### src/rtl/lpif_tx_pkg.sv
// Shared constants and flit helpers for the LPIF response transmit path.
package lpif_tx_pkg;

    localparam int DATA_W_DEF = 512;
    localparam int CRC_W_DEF  = 16;
    localparam int FLIT_W     = DATA_W_DEF + CRC_W_DEF;

    // Grant encoding, also the encoding of last_grant
    localparam logic GNT_NDR = 1'b0;
    localparam logic GNT_DRS = 1'b1;

    // Burst counter width; MAX_BURST is limited to 1..15
    localparam int BURST_W = 4;

    // Payload portion of a {crc, data} flit
    function automatic logic [DATA_W_DEF-1:0] flit_data(input logic [FLIT_W-1:0] flit);
        return flit[DATA_W_DEF-1:0];
    endfunction

    // CRC portion of a {crc, data} flit
    function automatic logic [CRC_W_DEF-1:0] flit_crc(input logic [FLIT_W-1:0] flit);
        return flit[FLIT_W-1:DATA_W_DEF];
    endfunction

endpackage

### src/rtl/lpif_tx_burst_arb.sv
// Burst-limited round-robin between NDR and DRS requesters.
// A grant is only issued to a valid requester while load_ok is high,
// so a grant is itself the handshake.
module lpif_tx_burst_arb
    import lpif_tx_pkg::*;
#(
    parameter int MAX_BURST = 4
) (
    input  logic clk,
    input  logic reset_n,
    input  logic load_ok,
    input  logic ndr_valid,
    input  logic drs_valid,
    output logic ndr_gnt,
    output logic drs_gnt,
    output logic last_grant
);

    localparam logic [BURST_W-1:0] MAX_BURST_L = BURST_W'(MAX_BURST);

    logic               last_grant_q;
    logic               last_grant_d;
    logic [BURST_W-1:0] burst_cnt_q;
    logic [BURST_W-1:0] burst_cnt_d;

    logic sel;
    logic any_req;
    logic handshake;

    // Pick a requester and update the burst bookkeeping on a handshake
    always_comb begin
        sel          = last_grant_q;
        any_req      = 1'b0;
        last_grant_d = last_grant_q;
        burst_cnt_d  = burst_cnt_q;

        case ({ndr_valid, drs_valid})
            2'b10: begin
                sel     = GNT_NDR;
                any_req = 1'b1;
            end
            2'b01: begin
                sel     = GNT_DRS;
                any_req = 1'b1;
            end
            2'b11: begin
                sel     = (burst_cnt_q >= MAX_BURST_L) ? ~last_grant_q : last_grant_q;
                any_req = 1'b1;
            end
            default: begin
                sel     = last_grant_q;
                any_req = 1'b0;
            end
        endcase

        ndr_gnt   = load_ok & any_req & (sel == GNT_NDR);
        drs_gnt   = load_ok & any_req & (sel == GNT_DRS);
        handshake = ndr_gnt | drs_gnt;

        if (handshake) begin
            if (sel == last_grant_q) begin
                if (burst_cnt_q < MAX_BURST_L) begin
                    burst_cnt_d = burst_cnt_q + BURST_W'(1);
                end
            end else begin
                last_grant_d = sel;
                burst_cnt_d  = BURST_W'(1);
            end
        end
    end

    // Arbitration state register; NDR owns the first tie after reset
    always_ff @(posedge clk or negedge reset_n) begin
        if (!reset_n) begin
            last_grant_q <= GNT_NDR;
            burst_cnt_q  <= '0;
        end else begin
            last_grant_q <= last_grant_d;
            burst_cnt_q  <= burst_cnt_d;
        end
    end

    assign last_grant = last_grant_q;

endmodule

### src/rtl/lpif_rsp_tx_arbiter.sv
// LPIF transmit scheduler: shares the adapter TX path between the NDR and
// DRS response sources through a one-entry output register.
module lpif_rsp_tx_arbiter
    import lpif_tx_pkg::*;
#(
    parameter int DATA_W    = 512,
    parameter int CRC_W     = 16,
    parameter int MAX_BURST = 4
) (
    input  logic                    clk,
    input  logic                    reset_n,
    input  logic                    link_up,
    input  logic                    ndr_valid,
    input  logic [DATA_W+CRC_W-1:0] ndr_flit,
    output logic                    ndr_ready,
    input  logic                    drs_valid,
    input  logic [DATA_W+CRC_W-1:0] drs_flit,
    output logic                    drs_ready,
    input  logic                    pl_trdy,
    output logic                    lp_valid,
    output logic                    lp_irdy,
    output logic [DATA_W-1:0]       lp_data,
    output logic [CRC_W-1:0]        lp_crc,
    output logic                    lp_crc_valid,
    output logic [15:0]             tx_cnt,
    output logic                    last_grant
);

    localparam int FLIT_LW = DATA_W + CRC_W;

    logic               full_q;
    logic               full_d;
    logic [FLIT_LW-1:0] obuf_q;
    logic [FLIT_LW-1:0] obuf_d;
    logic [15:0]        tx_cnt_q;
    logic [15:0]        tx_cnt_d;

    logic load_ok;
    logic xfer;
    logic ndr_gnt;
    logic drs_gnt;
    logic load;

    // The output register may refill in the same cycle it drains
    assign load_ok = link_up & (~full_q | pl_trdy);
    assign xfer    = full_q & pl_trdy;

    lpif_tx_burst_arb #(
        .MAX_BURST (MAX_BURST)
    ) u_arb (
        .clk        (clk),
        .reset_n    (reset_n),
        .load_ok    (load_ok),
        .ndr_valid  (ndr_valid),
        .drs_valid  (drs_valid),
        .ndr_gnt    (ndr_gnt),
        .drs_gnt    (drs_gnt),
        .last_grant (last_grant)
    );

    assign ndr_ready = ndr_gnt;
    assign drs_ready = drs_gnt;
    assign load      = ndr_gnt | drs_gnt;

    // Load on a handshake, otherwise drain on transfer and keep the old data
    always_comb begin
        full_d   = full_q;
        obuf_d   = obuf_q;
        tx_cnt_d = tx_cnt_q;

        if (load) begin
            full_d = 1'b1;
            obuf_d = drs_gnt ? drs_flit : ndr_flit;
        end else if (xfer) begin
            full_d = 1'b0;
        end

        if (xfer) begin
            tx_cnt_d = tx_cnt_q + 16'd1;
        end
    end

    // Output register and accepted-flit counter; reset discards any held flit
    always_ff @(posedge clk or negedge reset_n) begin
        if (!reset_n) begin
            full_q   <= 1'b0;
            obuf_q   <= '0;
            tx_cnt_q <= '0;
        end else begin
            full_q   <= full_d;
            obuf_q   <= obuf_d;
            tx_cnt_q <= tx_cnt_d;
        end
    end

    assign lp_valid     = full_q;
    assign lp_irdy      = full_q;
    assign lp_crc_valid = full_q;
    assign tx_cnt       = tx_cnt_q;

    // Split the held flit into payload and CRC side-band
    generate
        if (DATA_W == DATA_W_DEF && CRC_W == CRC_W_DEF) begin : g_pkg_slice
            assign lp_data = flit_data(obuf_q);
            assign lp_crc  = flit_crc(obuf_q);
        end else begin : g_generic_slice
            assign lp_data = obuf_q[DATA_W-1:0];
            assign lp_crc  = obuf_q[FLIT_LW-1:DATA_W];
        end
    endgenerate

endmodule

### config.mk
export PLATFORM = sky130hd
export DESIGN_NAME = lpif_rsp_tx_arbiter
export DESIGN_NICKNAME = d
export VERILOG_FILES = /design/src/rtl/lpif_tx_pkg.sv /design/src/rtl/lpif_tx_burst_arb.sv /design/src/rtl/lpif_rsp_tx_arbiter.sv
export SDC_FILE = /design/constraint.sdc
export NUM_CORES = 1
export LEC_CHECK = 0
export ABC_CLOCK_PERIOD_IN_PS = 2700
export CORE_AREA = 3 3 625 627
export DETAILED_ROUTE_END_ITERATION = 16
export DIE_AREA = 0 0 628 630
export GPL_ROUTABILITY_DRIVEN = 0
export GPL_TIMING_DRIVEN = 0
export PLACE_DENSITY = 0.3
export SYNTH_ARGS = -nofsm -noshare
export SYNTH_HDL_FRONTEND = slang
export SYNTH_SLANG_ARGS = --single-unit
### constraint.sdc
create_clock -name clk -period 2.7 [get_ports clk]
set_input_delay 0.27 -clock clk [delete_from_list [all_inputs] [get_ports clk]]
set_output_delay 0.27 -clock clk [all_outputs]
set_load 0.1 [all_outputs]
Yosys cells after proc, flatten, opt, wreduce, memory -nomap -nowiden

Index checks and enable logic that the tools add are counted.

Input bits: 1062
Output and inout port bits: 550
Bits in registers: 550
Word-level logic and storage cells: 37

$add $sub $neg: 2
Mux-type cells: 8
Eq/ne operators: 5
Reductions and logical operators: 4
$lt $le $gt $ge: 2
Bitwise logic cells: 11

Operators with widths:

| kind                                                              | number |
|---|---|
| 2-to-1 mux 528 bit                                                | 1 |
| adder 16 x 1 -> 16 bit, second input constant                     | 1 |
| 2-to-1 mux 4 bit                                                  | 2 |
| bitwise AND 1 bit                                                 | 5 |
| adder 4 x 1 -> 4 bit, second input constant                       | 1 |
| == test 2 bit, second input constant                              | 2 |
| greater-or-equal comparator 4 x 3 -> 1 bit, second input constant | 1 |
| less-than comparator 4 x 3 -> 1 bit, second input constant        | 1 |
| 2-to-1 mux 1 bit                                                  | 4 |
| NOT 1 bit                                                         | 4 |
| AND reduction 2 bit                                               | 2 |
| case mux 1 bit (3 select lines)                                   | 1 |
| OR reduction 3 bit                                                | 1 |
| == test 2 x 1 -> 1 bit, second input constant                     | 1 |
| inequality test 2 bit, second input constant                      | 1 |
| bitwise OR 1 bit                                                  | 2 |
| nonzero test 2 bit                                                | 1 |
| == test 1 bit                                                     | 1 |

Depth between registers and ports, before layout

Gate-level depths: netlist of run 1.

Word-level depth: 7
Depth in mapped cells: 7
Depth with buffers taken out: 5

Cells and area by module

A second synthesis of run 1 with hierarchy kept.

Cell total of the unflattened synthesis: 2392
Area, all modules: 25395.6 µm²

Modules (own cells, without submodules):

| module              | sequential area each (µm²) | area each (µm²) | cells an instance | instances |
|---|---|---|---|---|
| lpif_rsp_tx_arbiter | 13638.1                    | 25016.5         | 2349              | 1 |
| lpif_tx_burst_arb   | 125.1                      | 379.1           | 43                | 1 |

Least setup slack after synthesis of run 1

No wires, ideal clock.

Path type: register -> output
Start point: reg u_arb.last_grant_q (netlist: u_arb.last_grant)
End point: out drs_ready
Buffers on the path: 2
Path slack: -0.543 ns
Arrival: 2.973 ns
Stages on the path, launching flop included: 6
Required time: 2.430 ns
Path through: dfrtp_1 > nand4bb_1 > o211a_1 > buf_2 > buf_4 > nor2_1

Word-level cells in the longest chain between the ends: 4

RTL lines:

| item                              | line                      | text |
|---|---|---|
| from (decl)                       | lpif_tx_burst_arb.sv:21   | `logic last_grant_q;` |
| from (signal assigned)            | lpif_tx_burst_arb.sv:78   | `last_grant_q <= last_grant_d;` |
| NOT 1 bit                         | lpif_tx_burst_arb.sv:47   | `sel = (burst_cnt_q >= MAX_BURST_L) ? ~last_grant_q : last_grant_q;` |
| 2-to-1 mux 1 bit                  | lpif_tx_burst_arb.sv:47   |  |
| case mux 1 bit (3 select lines) * | lpif_tx_burst_arb.sv:37   | `case ({ndr_valid, drs_valid})` |
| bitwise AND 1 bit *               | lpif_tx_burst_arb.sv:57   | `drs_gnt = load_ok & any_req & (sel == GNT_DRS);` |
| to (decl)                         | lpif_rsp_tx_arbiter.sv:18 | `output logic drs_ready,` |

Every way passes the cells marked *; elsewhere a longest branch is shown, timed or not.

Worst setup path after layout of run 1

Start point: in pl_trdy
End point: reg obuf_q[100]

Word-level cells in the longest chain between the ends: 5
Elaborated cells on any way between the ends: 7
Those cells by class: mux (1); bitwise (6)

RTL lines:

| item                                                          | line                                                 | text |
|---|---|---|
| from (decl)                                                   | lpif_rsp_tx_arbiter.sv:19                            | `input logic pl_trdy,` |
| bitwise OR 1 bit *                                            | lpif_rsp_tx_arbiter.sv:45                            | `assign load_ok = link_up & (~full_q \| pl_trdy);` |
| bitwise AND 1 bit *                                           | lpif_rsp_tx_arbiter.sv:45                            |  |
| bitwise AND 1 bit *                                           | lpif_tx_burst_arb.sv:56, lpif_tx_burst_arb.sv:57     |  |
| bitwise AND 1 bit (on tied branches)                          | lpif_tx_burst_arb.sv:57, lpif_tx_burst_arb.sv:56     |  |
| 2-to-1 mux 528 bit / bitwise OR 1 bit (equally long branches) | lpif_rsp_tx_arbiter.sv:73, lpif_rsp_tx_arbiter.sv:63 |  |
| to (signal assigned)                                          | lpif_rsp_tx_arbiter.sv:91                            | `obuf_q <= obuf_d;` |
| to (decl)                                                     | lpif_rsp_tx_arbiter.sv:33                            | `logic [FLIT_LW-1:0] obuf_q;` |

Marked as above.
A chain may end at the register's enable or synchronous reset.

==> results of run 1 <==
layer usage:
layer	global-route usage, %	part of all wire, %	routed length [um]	vias up
met2	28.58	49	164900	1814
met3	6.079	9.1	30760	645
met1	18.63	38	129900	16510
met5	0	0.33	1110	-
met4	5.314	3.7	12390	166
li1	-	-	-	14290
metrics by stage:
stage | power, mW | cell area (um2) | setup TNS [ns] | instances | util, %
after floorplan | 35.51 | 24630 | -0.05942 | 2970 | -
after detailed placement | 50.12 | 47410 | -903.15 | 9764 | 12.30
after global routing | 63.39 | 54530 | 0 | 10380 | 14.15
after global placement | 50.11 | 47230 | - | 9756 | 12.25
final | 61.00 | 54600 | 0 | 10410 | 14.17
after CTS | 62.15 | 54340 | -0.01440 | 10340 | 14.10
final cells by class:
type	instances	area [um2]	share of cell area, %
Tap cell	5175	6475	11.86
Inverter	3	11.26	0.02063
Buffer	236	1287	2.358
Sequential cell	550	13770	25.22
Clock buffer	123	2556	4.682
Multi-Input combinational cell	2180	9777	17.91
Clock inverter	22	249.0	0.4561
Antenna cell	64	160.2	0.2933
Timing Repair Buffer	2055	20310	37.20
registers in the layout (all words and copies together), names as in the netlist:
signal / count
lp_crc_valid: 1
u_arb.burst_cnt_q: 4
obuf_q: 528
tx_cnt: 16
u_arb.last_grant: 1
tightest hold or removal path, cell delays in order:
cell and delay [ns]:
clkdlybuf4s50_1 0.42, nand2_1 0.07, a31oi_1 0.08
where the power goes:
| group | internal, mW | leakage, nW | switching (mW) |
|---|---|---|---|
| clock network | 6.92 | 1.37 | 4.90 |
| registers | 10.7 | 6.15 | 1.73 |
| logic | 7.43 | 13.5 | 29.3 |
| total | 25.0 | 21.1 | 36.0 |
layout by cell type (no fill, tap or decap), types with 5 or more instances in the layout:
cell type | synthesis | routed
a31oi_1 | 529 | 529
buf_1 | 7 | 5
buf_12 | 0 | 11
buf_16 | 0 | 6
buf_2 | 134 | 130
buf_4 | 24 | 34
clkbuf_1 | 72 | 62
clkbuf_16 | 0 | 92
clkbuf_2 | 0 | 21
clkbuf_8 | 0 | 18
clkdlybuf4s15_2 | 0 | 5
clkdlybuf4s50_1 | 0 | 1257
clkinv_2 | 0 | 8
clkinvlp_4 | 0 | 5
dfrtp_1 | 550 | 548
diode_2 | 0 | 64
dlygate4sd2_1 | 0 | 337
dlygate4sd3_1 | 0 | 425
nand2_1 | 1065 | 1062
nand3_1 | 8 | 8
nor2_1 | 534 | 531
xnor2_1 | 13 | 13
worst paths after layout:
kind | slack (ns) | startpoint | depth (start not counted) | end
worst min-delay path | 0.09 | drs_flit[297] | 3 | obuf_q[297]$_DFFE_PN0P_
worst min register to register | 0.47 | tx_cnt[15]$_DFFE_PN0P_ | 1 | tx_cnt[15]$_DFFE_PN0P_
worst max-delay path | 0.08 | pl_trdy | 7 | obuf_q[100]$_DFFE_PN0P_
max in group asynchronous | 0.30 | reset_n | 6 | tx_cnt[12]$_DFFE_PN0P_
worst max register to register | 0.22 | u_arb.last_grant$_DFFE_PN0P_ | 7 | obuf_q[26]$_DFFE_PN0P_
min in group asynchronous | 0.58 | reset_n | 3 | obuf_q[46]$_DFFE_PN0P_
cells by family after synthesis:
logic type / synth area share (%)
xor+xnor: 0.5335
mux: 0.04573
buf+inv: 4.705
simple gates: 24.93
compound gates: 13.80
fa+ha+maj: 0.1016
flops: 55.89
timing repair:
item,4_1_cts,5_1_grt
resized for setup,439,12
setup endpoints to repair,885,90
hold endpoints to repair,577,0
cloned,0,2
pin swaps,1,3
setup buffers,5,4
hold buffers,425,0
==> flow_summary.json, run 1 <==
{
  "status": "completed",
  "seq_area_frac_synth_pct": 55.89,
  "cp_data_required_time_ns": 3.31,
  "drc": 0,
  "slowest_delay_ns": 0.97,
  "slew-limit-headroom_pct": 7.531,
  "syn_area_um2": 24620,
  "grt_max_degree": 99,
  "synth_commonest_cells": "nand2_1, dfrtp_1, nor2_1",
  "pwr_density_cell_nw_per_um2": 1117,
  "min-delay-path-class": "input port to flip-flop",
  "htree_levels": 3,
  "yosys-top-cells-area": "dfrtp_1, nand2_1, a31oi_1",
  "cp-start-kind": "input port",
  "via_per_inst": 3.212,
  "areaGrowthSynthToFinish_pct": 121.7,
  "crit_arrival_ns": 3.23,
  "routed_wl_um": 339100,
  "yosysMostFrequentCell": "nand2_1",
  "setup_slack_ns": 0.07856,
  "vias": 33430,
  "cpLargestDelayFamily": "buffers and inverters",
  "peakVddDrop_uv": 599.5,
  "worst-path-max-fanout": 10,
  "numCtsBuffers": 88,
  "synth_edf_count": 0,
  "yosys.area.top_type": "dfrtp_1",
  "syn-num-nets": 4034,
  "die_y_um": 630,
  "leakage_nw": 21.07,
  "layout.nets": 6178,
  "syn_avg_cell_area_um2": 8.291,
  "slew_viol_final": 0,
  "wire_per_inst_um": 32.58,
  "fmax_mhz": 381.5,
  "worst_hold_slack_ns": 0.08687,
  "drv_cap": 0,
  "path_class": "input port to flip-flop",
  "drt_iter0_markers": 2469,
  "die_w_um": 628,
  "design.die.area_um2": 395600,
  "grt_pass1_wl_um": 418400,
  "io_pins": 1612,
  "start_util_pct": 6.389,
  "track_usage_pct": 16.50,
  "synth_cell_type_count": 32,
  "grt_antenna_before_repair": 287,
  "nFillCells": 44000,
  "ant_nets": 0,
  "cts-root-buf": "clkbuf_16",
  "clk_pin_slew_ns": 0.06,
  "syn_inst": 2970,
  "clockBufferDepth": 4,
  "dp_slack_ns": -2.526,
  "synth_warnings": 0,
  "rows": 228,
  "clk_latency_ns": 0.80,
  "end_kind": "flip-flop",
  "min_period_ns": 2.621,
  "cts_tree": "built",
  "worst_clock_skew_ns": 0.03675,
  "synthArstFlopShare_pct": 100.0,
  "drt_first_pass_iters": 5,
  "ys.flop_type": "dfrtp_1",
  "synth_top_area_share_pct": 55.89,
  "critPathBufInv": 4,
  "grt_overflow": 0,
  "synth-seq-cells": 550,
  "port_buffers": 1611,
  "hold_viol_final": 0,
  "rsz0062_at_grt": "false",
  "core_region_area_um2": 385400,
  "drive_gt1_share_pct": 7.003,
  "setup_violations": 0,
  "worstMarginPinSlew_ns": 1.392,
  "cp_cell_sequence": "clkdlybuf4s50_1 > nand2b_1 > nor2b_1 > buf_12 > buf_2 > clkbuf_1 > a31oi_1",
  "clock_sinks": 550,
  "slowest_stage": "clkdlybuf4s50_1",
  "grt_pass1_vias": 33970,
  "detailed_place_hpwl_um": 300600,
  "fin_crit_sh_pct": 97.09
}
Power figures use the tool's default switching activity.
==> inputs of run 2 (changes only) <==
ABC_AREA = 1   (was default)
CORE_AREA = 10 10 628 630   (was 3 3 625 627)
DIE_AREA = 0 0 638 640   (was 0 0 628 630)
==> run 2 against run 1 <==
  * Cell area rose by 1.0%
  * Cell count decreased by 0.79%
  * Die area grew 3.2%
  * Critical path type is now flip-flop to output port
  * Highest routed layer unchanged
==> flow_summary.json, run 2 <==
{
  "status": "completed",
  "place_area_um2": 49060,
  "grt_overflow": 0,
  "drc": 0,
  "peakVddDrop_uv": 822.9,
  "wire_per_inst_um": 34.72,
  "syn_area_um2": 26490,
  "final_common_cell": "clkdlybuf4s50_1",
  "start_util_pct": 6.944,
  "layout.nets": 6233,
  "clock_sinks": 550,
  "yosys-top-cells-area": "dfrtp_1, nand3_1, nand4_1",
  "fmax_mhz": 382.1,
  "fin_crit_sh_pct": 96.94,
  "synth-seq-cells": 550,
  "synth_edf_count": 0,
  "rows": 227,
  "vias": 35920,
  "grt_max_degree": 93,
  "crit_arrival_ns": 2.35,
  "worst_clock_skew_ns": 0.04036,
  "r2r_start": "u_arb.last_grant$_DFFE_PN0P_",
  "drv_cap": 0,
  "worst-path-max-fanout": 2,
  "cpLargestDelayFamily": "buffers and inverters",
  "grt_antenna_before_repair": 254,
  "hold_viol_final": 0,
  "grt_pass1_wl_um": 441300,
  "min_period_ns": 2.617,
  "ant_nets": 0,
  "tns_ns": 0,
  "via_per_inst": 3.478,
  "cp-start-kind": "flip-flop",
  "setup_violations": 0,
  "die_w_um": 638,
  "clockBufferDepth": 4,
  "routed_wl_um": 358500,
  "synth_warnings": 0,
  "synth_cell_type_count": 20,
  "fin_area_um2": 55160,
  "dp_slack_ns": -3.220,
  "min-delay-path-class": "input port to async pin",
  "htree_levels": 3,
  "numCtsBuffers": 90,
  "max_flop_register": "obuf_q",
  "track_usage_pct": 16.66,
  "port_buffers": 1611,
  "syn_avg_cell_area_um2": 8.415,
  "cts-root-buf": "clkbuf_16",
  "core_region_area_um2": 381400,
  "crit_path_start": "obuf_q[36]$_DFFE_PN0P_",
  "yosys.area.top_type": "dfrtp_1",
  "syn-num-nets": 4212,
  "design.die.area_um2": 408300,
  "critPathBufInv": 1,
  "slew_viol_final": 0,
  "synthArstFlopShare_pct": 100.0,
  "pwr_density_cell_nw_per_um2": 1256,
  "seq_area_frac_synth_pct": 51.96,
  "setup_slack_ns": 0.08264,
  "slowest_stage": "clkdlybuf4s50_1",
  "worst_hold_slack_ns": 0.05738,
  "rsz0062_at_grt": "true",
  "end_kind": "output port",
  "slew-limit-headroom_pct": 4.423,
  "syn_inst": 3148,
  "cp_data_required_time_ns": 2.43,
  "grt_pass1_vias": 36170,
  "yosysMostFrequentCell": "nand3_1",
  "final_cell_mix": "clkdlybuf4s50_1, nand3_1, nand2_1",
  "path_class": "flip-flop to output port",
  "clk_latency_ns": 0.82,
  "synth_commonest_cells": "nand3_1, nand2_1, dfrtp_1",
  "drt_first_pass_iters": 6,
  "cp_cell_sequence": "clkdlybuf4s50_1",
  "cts_tree": "built",
  "drt_iter0_markers": 2948,
  "ys.flop_type": "dfrtp_1",
  "synth_top_area_share_pct": 51.96,
  "areaGrowthSynthToFinish_pct": 108.2,
  "total_power_mw": 69.29,
  "detailed_place_hpwl_um": 313600,
  "worstMarginPinSlew_ns": 1.439,
  "die_y_um": 640,
  "io_pins": 1612,
  "leakage_nw": 22.67,
  "drive_gt1_share_pct": 8.903,
  "clk_pin_slew_ns": 0.07,
  "largest_reg_flops": 528,
  "slowest_delay_ns": 1.18
}
==> run 2: cell count changes after synthesis, moves of 3 or more <==
cell / delta
nand3_1: +1056
a31oi_1: -529
nand4_1: +527
nor2_1: -516
nand2_1: -484
clkbuf_1: +73
buf_2: +45
inv_1: +26
buf_4: -21
buf_1: +18
xnor2_1: -9
nand2b_1: -3
o21ai_0: +3
==> run 2: metrics by stage <==
step,cells,util (%)
floorplan,3148,-
global placement,9797,12.83
detailed placement,9806,12.86
CTS,10260,14.40
global route,10280,14.43
finish,10330,14.46
==> run 2: final timing paths <==
check                                                to  depth (start not counted)  slack, ns
max in group asynchronous       obuf_q[389]$_DFFE_PN0P_                          5       0.63
worst max-delay path                        lp_data[36]                          1       0.08
worst min register to register  obuf_q[300]$_DFFE_PN0P_                          2       0.49
worst min-delay path             obuf_q[70]$_DFFE_PN0P_                          2       0.06
worst max register to register  obuf_q[337]$_DFFE_PN0P_                          9       0.10
min in group clk                 obuf_q[36]$_DFFE_PN0P_                          3       0.08
==> run 2: power breakdown <==
part	switching, mW	internal, mW
Clock	5.03	6.75
Combinational	36.0	8.05
Sequential	2.12	11.4
==> run 2: metal layers <==
metal	up-vias	track usage (%)	share of wire [%]
met4	96	3.585	2.4
met1	17950	19.13	39
met3	502	5.920	8.4
met2	1853	29.66	50
li1	15510	-	-
met5	-	0	0.19
==> run 2: cell families after synthesis <==
group / Yosys count / share of synthesized area [%]
fa+ha+maj: 2 / 0.09445
xor+xnor: 7 / 0.2315
flops: 550 / 51.96
buf+inv: 382 / 6.301
compound gates: 6 / 0.1134
simple gates: 2201 / 41.30
==> run 2: repair_timing <==
action	CTS	global route
gates resized for setup	611	34
endpoints found under the hold margin	344	0
setup buffers	17	4
pin swaps	10	6
hold buffers	292	0
endpoints found under the setup margin	952	19
==> run 2: final cells by class <==
cell class                      count  area (um2)
Fill cell                       43600      326300
Timing Repair Buffer             1933       18980
Sequential cell                   550       13770
Multi-Input combinational cell   2216       11270
Tap cell                         5038        6304
Clock buffer                      124        2562
Buffer                            348        1768
Clock inverter                     22       200.2
Antenna cell                       65       162.7
Inverter                           30       141.4
